[config.mk]
export PLATFORM = sky130hd
export DESIGN_NAME = mem_wb_stage
export DESIGN_NICKNAME = d
export VERILOG_FILES = /design/src/rtl/mem_wb_stage.sv
export SDC_FILE = /design/constraint.sdc
export NUM_CORES = 1
export LEC_CHECK = 0
export ABC_AREA = 1
export BUFFER_PORTS_ARGS = -buffer_cell sky130_fd_sc_hd__buf_2
export CORE_MARGIN = 2
export CORE_UTILIZATION = 35
export CTS_BUF_LIST = sky130_fd_sc_hd__clkbuf_4 sky130_fd_sc_hd__clkbuf_8
export CTS_CLUSTER_DIAMETER = 200
export DETAILED_ROUTE_END_ITERATION = 6
export MAX_ROUTING_LAYER = met4
export PLACE_DENSITY = 0.63
export SETUP_SLACK_MARGIN = 0.2
export SLEW_MARGIN = 20
export SYNTH_ARGS = -nofsm -noshare
export SYNTH_HDL_FRONTEND = slang
export SYNTH_SLANG_ARGS = --single-unit
[constraint.sdc]
create_clock -name clk -period 4.52 [get_ports clk]
set_input_delay 0.904 -clock clk [delete_from_list [all_inputs] [get_ports clk]]
set_output_delay 0.904 -clock clk [all_outputs]
set_load 0.01 [all_outputs]
[src/rtl/mem_wb_stage.sv]
// rtl/mem_wb_stage.sv - MEM/WB pipeline register with load extraction and register-file writeback
//
// One-entry buffer between the memory stage and the register file of the RV64I pipeline.
// A completed memory-stage instruction is captured on mem_valid && mem_ready and is
// committed combinationally in the following cycle unless wb_stall holds it.
//
// Ports:
//   clk, reset          rising-edge clock, synchronous active-high reset
//   mem_valid/mem_ready capture handshake from the memory stage
//   mem_pc, mem_alu_data, mem_load_raw, mem_funct3, mem_wb_sel, mem_reg_write, mem_rd
//                       fields of the completed instruction
//   wb_stall            blocks commit and holds the entry
//   rf_we/rf_waddr/rf_wdata  register-file write port
//   sb_clear            scoreboard clear strobe for rf_waddr
//   wb_fault/wb_fault_pc     misaligned or illegal load at commit
//   instret             retired-instruction counter
//   fwd_valid/fwd_rd/fwd_data  execute-stage bypass (only with MEM_WB_FWD_EN defined)
//
// Optional feature macro: MEM_WB_FWD_EN
module mem_wb_stage #(
   parameter int XLEN       = 64,
   parameter int REG_ADDR_W = 5,
   parameter int CNT_W      = 64
) (
   input  logic                  clk,
   input  logic                  reset,
   input  logic                  mem_valid,
   output logic                  mem_ready,
   input  logic [XLEN-1:0]       mem_pc,
   input  logic [XLEN-1:0]       mem_alu_data,
   input  logic [XLEN-1:0]       mem_load_raw,
   input  logic [2:0]            mem_funct3,
   input  logic [1:0]            mem_wb_sel,
   input  logic                  mem_reg_write,
   input  logic [REG_ADDR_W-1:0] mem_rd,
   input  logic                  wb_stall,
   output logic                  rf_we,
   output logic [REG_ADDR_W-1:0] rf_waddr,
   output logic [XLEN-1:0]       rf_wdata,
   output logic                  sb_clear,
   output logic                  wb_fault,
   output logic [XLEN-1:0]       wb_fault_pc,
   output logic [CNT_W-1:0]      instret
`ifdef MEM_WB_FWD_EN
   ,
   output logic                  fwd_valid,
   output logic [REG_ADDR_W-1:0] fwd_rd,
   output logic [XLEN-1:0]       fwd_data
`endif
);

   typedef enum logic {
      ST_EMPTY = 1'b0,
      ST_FULL  = 1'b1
   } state_t;

   state_t state_q, state_d;

   logic [XLEN-1:0]       pc_q;
   logic [XLEN-1:0]       alu_q;
   logic [XLEN-1:0]       raw_q;
   logic [2:0]            f3_q;
   logic [1:0]            sel_q;
   logic                  rw_q;
   logic [REG_ADDR_W-1:0] rd_q;

   logic            full;
   logic            commit;
   logic            capture;
   logic [2:0]      off;
   logic [XLEN-1:0] shifted;
   logic [XLEN-1:0] load_val;
   logic            load_fault;
   logic            fault;
   logic            writes_rd;
   logic [XLEN-1:0] wb_val;

   assign full = (state_q == ST_FULL);

   // Commit is suppressed while reset is high so an in-flight entry never writes.
   // mem_ready looks through a same-cycle commit so back-to-back entries flow.
   always_comb begin
      state_d   = state_q;
      commit    = full && !wb_stall && !reset;
      mem_ready = !full || commit;
      capture   = mem_valid && mem_ready;
      if (capture) begin
         state_d = ST_FULL;
      end else if (commit) begin
         state_d = ST_EMPTY;
      end
   end

   always_ff @(posedge clk) begin
      if (reset) begin
         state_q <= ST_EMPTY;
      end else begin
         state_q <= state_d;
      end
   end

   always_ff @(posedge clk) begin
      if (reset) begin
         pc_q  <= '0;
         alu_q <= '0;
         raw_q <= '0;
         f3_q  <= '0;
         sel_q <= '0;
         rw_q  <= 1'b0;
         rd_q  <= '0;
      end else if (capture) begin
         pc_q  <= mem_pc;
         alu_q <= mem_alu_data;
         raw_q <= mem_load_raw;
         f3_q  <= mem_funct3;
         sel_q <= mem_wb_sel;
         rw_q  <= mem_reg_write;
         rd_q  <= mem_rd;
      end
   end

   always_ff @(posedge clk) begin
      if (reset) begin
         instret <= '0;
      end else if (commit) begin
         instret <= instret + CNT_W'(1);
      end
   end

   // Move the addressed byte lane down to bit 0, then trim to the access size.
   assign off     = alu_q[2:0];
   assign shifted = raw_q >> {off, 3'b000};

   always_comb begin
      load_val = shifted;
      case (f3_q[1:0])
         2'b00: load_val = f3_q[2] ? {{(XLEN-8){1'b0}}, shifted[7:0]}
                                   : {{(XLEN-8){shifted[7]}}, shifted[7:0]};
         2'b01: load_val = f3_q[2] ? {{(XLEN-16){1'b0}}, shifted[15:0]}
                                   : {{(XLEN-16){shifted[15]}}, shifted[15:0]};
         2'b10: load_val = f3_q[2] ? {{(XLEN-32){1'b0}}, shifted[31:0]}
                                   : {{(XLEN-32){shifted[31]}}, shifted[31:0]};
         default: load_val = shifted;
      endcase
   end

   always_comb begin
      load_fault = 1'b0;
      case (f3_q)
         3'b001, 3'b101: load_fault = off[0];
         3'b010, 3'b110: load_fault = |off[1:0];
         3'b011:         load_fault = |off;
         3'b111:         load_fault = 1'b1;
         default:        load_fault = 1'b0;
      endcase
   end

   assign fault = full && (sel_q == 2'b01) && load_fault;

   always_comb begin
      wb_val = alu_q;
      case (sel_q)
         2'b01:   wb_val = load_val;
         2'b10:   wb_val = pc_q + XLEN'(4);
         default: wb_val = alu_q;
      endcase
   end

   assign writes_rd = rw_q && (rd_q != '0);

   // sb_clear ignores the fault so a faulting load still releases its scoreboard bit.
   assign rf_we       = commit && writes_rd && !fault;
   assign sb_clear    = commit && writes_rd;
   assign wb_fault    = commit && fault;
   assign rf_waddr    = full ? rd_q : '0;
   assign rf_wdata    = full ? wb_val : '0;
   assign wb_fault_pc = full ? pc_q : '0;

`ifdef MEM_WB_FWD_EN
   // Bypass is valid for the whole time the entry is held, stalled or not.
   assign fwd_valid = full && writes_rd && !fault;
   assign fwd_rd    = rd_q;
   assign fwd_data  = wb_val;
`endif

endmodule

==> reports/results.txt <==
outcome = finished, final reports clean
clock latency at the later pin of the worst-skew pair = 0.67 ns
RSZ-0062 raised after global routing = true
largest net degree at the start of global routing = 223
critical path launch point type = flip-flop
vias in the first global route = 18,859
post-synth top area share = 31.6%
worst slew pin tran = 0.945 ns
CP endpoint kind = output pin
Mapped Area = 17,000 um2
Final ANT Viol Nets = 0
die height = 224 um
final hold vios = 0
synth unique cells = 52
placed cell count = 3,744
wire per inst = 20.5 um
crit path max-delay cell type = dfxtp_1
Final Non-Filler Cells = 3,849
hpwl dp = 61.0 mm
fmax = 238 MHz
CTS clk-pin slew, worst paths = 0.06 ns
Hold Path Class = reg -> reg
Area Overhead vs Synth = 21.2%
Pwr per Cell Area = 331 nW/um2
Die Span X = 224 um
hold_buf cts = 0
synthesized flop and latch total = 268
Die ar. = 50,300 um2
Syn Nets = 3,059
critical path's most frequent cell = nand2_1
YS warnings = 0
clk sinks = 268
Clock Skews = 0.0508 ns
cell-internal power = 4.50 mW
total global-route track usage = 31.3%
# DRC = 0
Worst slew margin = 36.9%
slowest stage delay, CP = 0.51 ns
layout cells sized above 1 = 18.5%
cell row count = 80
GP Congestion = 1.03
Max-cap violations = 0
VDD IR-drop max = 0.203 mV
H-Tree Depth = 2
core footprint = 47,800 um2
routed vias = 20,432
number of I/O port buffers = 407
Initial Util = 35.5%
Inserted Clock Buffers = 50
# setup viols final = 0
initial drt markers = 1,864
root buf cell = clkbuf_8
Comb pwr share = 20.9%
Worst EP required = 3.62 ns
hold_ws = 0.463 ns
Synth area leader = dfxtp_1
top cells by area, synth = dfxtp_1 32%, nor2_1 13%, nand2_1 13%, o21ai_0 11%, inv_1 5.9%
crit path max fanout = 8
Pleak = 9.34 nW
Sw Ratio = 34.0%
Area after DPL = 19,400 um2
total grt overflow = 0
vias per inst = 5.31
Max Buffers Root-to-Sink = 3
cells along the critical path = nand3_1 -> nor2_4 -> nand3_1 -> nor2_1 -> buf_4 -> nand2_1 -> nand2_1 -> nand2_1 -> o21ai_0 -> inv_1 -> a21oi_2 -> buf_2
design area = 20,600 um2
period utilization = 93.1%
Synth Flop Type = dfxtp_1
Reg power frac = 40.0%
drt total wl = 78.9 mm
Setup TNS = 0 ns
NumNets Final = 3,392
FFs w/ async S/R, synth = 0%
antenna violations before repair = 19
Post-synth EDFFs = 0
post-synthesis sequential area ratio = 31.6%
min Tclk post-route = 4.21 ns
R2R Setup Slk = 1.78 ns
total power = 6.81 mW
synth cell count leaders = 591 x nor2_1, 580 x nand2_1, 364 x o21ai_0, 268 x dfxtp_1, 267 x inv_1
first-pass detailed-route iteration total = 7
Arr. time, crit path = 3.30 ns
Clock Power Share = 39.1%
setup bufs post-CTS = 0
first-pass GRT wire length = 115 mm
NetSw = 2.32 mW
WS Path Type = reg -> out
IO Pins = 408
cells after synthesis = 2,848
Syn Area/Cell = 5.96 um2
most frequent cell after synthesis = nor2_1
CTS tree = yes
Slew Viols, Final = 0
==> logic make-up (layout without fill, tap and decap cells) <==
logic type	count (synthesis)	count (layout)	synth area share, %
muxes	5	5	0.295
buffers and inverters	434	802	10.3
xor gates and xnor gates	25	25	1.29
AOI/OAI and AO/OA	587	587	18.3
DFF	268	268	31.6
and+or+nand+nor	1525	1525	37.9
other	0	18	0
adders and majority gates	4	4	0.295
==> path summary, 6_finish.rpt <==
| kind | from | to | cells after the start |
|---|---|---|---|
| worst max-delay path | pc_q[4] | rf_wdata[35] | 12 |
| worst min register to register | rw_q | rw_q | 2 |
| worst min-delay path | rw_q | rw_q | 2 |
| worst max register to register | full | f3_q[2] | 7 |
==> registers in the layout, summed over array words and instances, names as in the netlist <==
register  cells
rd_q          5
rw_q          1
sel_q         2
full          1
raw_q        64
instret      64
pc_q         64
f3_q          3
alu_q        64
==> critical path: cells and delay by family (launching register included) <==
kind / cells / cell delay [ns]
AND/OR/NAND/NOR: 7 / 1.04
flip-flops: 1 / 0.51
AO/OA/AOI/OAI: 2 / 0.57
buffers and inverters: 3 / 0.50
==> power groups by stage <==
stage | combinational, mW | clock, mW | sequential [mW]
final | 1.43 | 2.66 | 2.72
after global routing | 1.56 | 2.82 | 2.74
after CTS | 1.40 | 2.72 | 2.71
after detailed placement | 1.39 | 0 | 2.76
after global placement | 1.40 | 0 | 2.76
after floorplan | 0.896 | 0 | 2.67
==> layout by cell type, fill, tap and decap left out, types with 6 or more instances in the layout <==
master      n
a31oi_1    21
o211ai_1   20
and2_1      9
nor2_1    590
nor3_2      6
clkbuf_4   16
inv_1     266
a21oi_1   143
dfxtp_1   266
nand2_2     6
clkbuf_8   61
buf_2     407
buf_4      25
nand4_1    49
xor2_1     21
o21bai_1   12
o21ai_0   364
nand2_1   580
nor2_2     11
nor3_1     46
or2_2      20
nand3_1   185
diode_2    18
==> cell type report <==
| class | count | area [um2] |
|---|---|---|
| Fill cell | 5334 | 27300 |
| Sequential cell | 268 | 5370 |
| Clock buffer | 77 | 960 |
| Timing Repair Buffer | 439 | 2350 |
| Inverter | 276 | 1050 |
| Clock inverter | 10 | 138 |
| Multi-Input combinational cell | 2146 | 9880 |
| Tap cell | 615 | 769 |
| Antenna cell | 18 | 45.0 |
==> metrics by stage <==
step,setup slack [ns],utilization (%)
floorplan,1.76,-
CTS,0.255,42.8
global placement,0.895,40.5
finish,0.314,43.0
detailed placement,0.901,40.5
global route,0.196,43.0
==> repair_timing <==
item	4_1_cts	5_1_grt
setup endpoints to repair	3	9
endpoints found under the hold margin	0	0
gates resized for setup	1	5
==> layer usage <==
layer	vias up	part of all wire [%]	global-route usage (%)
li1	9934	-	-
met1	9408	43	39.2
met2	895	44	47.9
met3	195	8.3	6.72
met4	0	4.8	14.9
met5	-	0	-
Note: power is estimated with default switching activity, not from simulation.
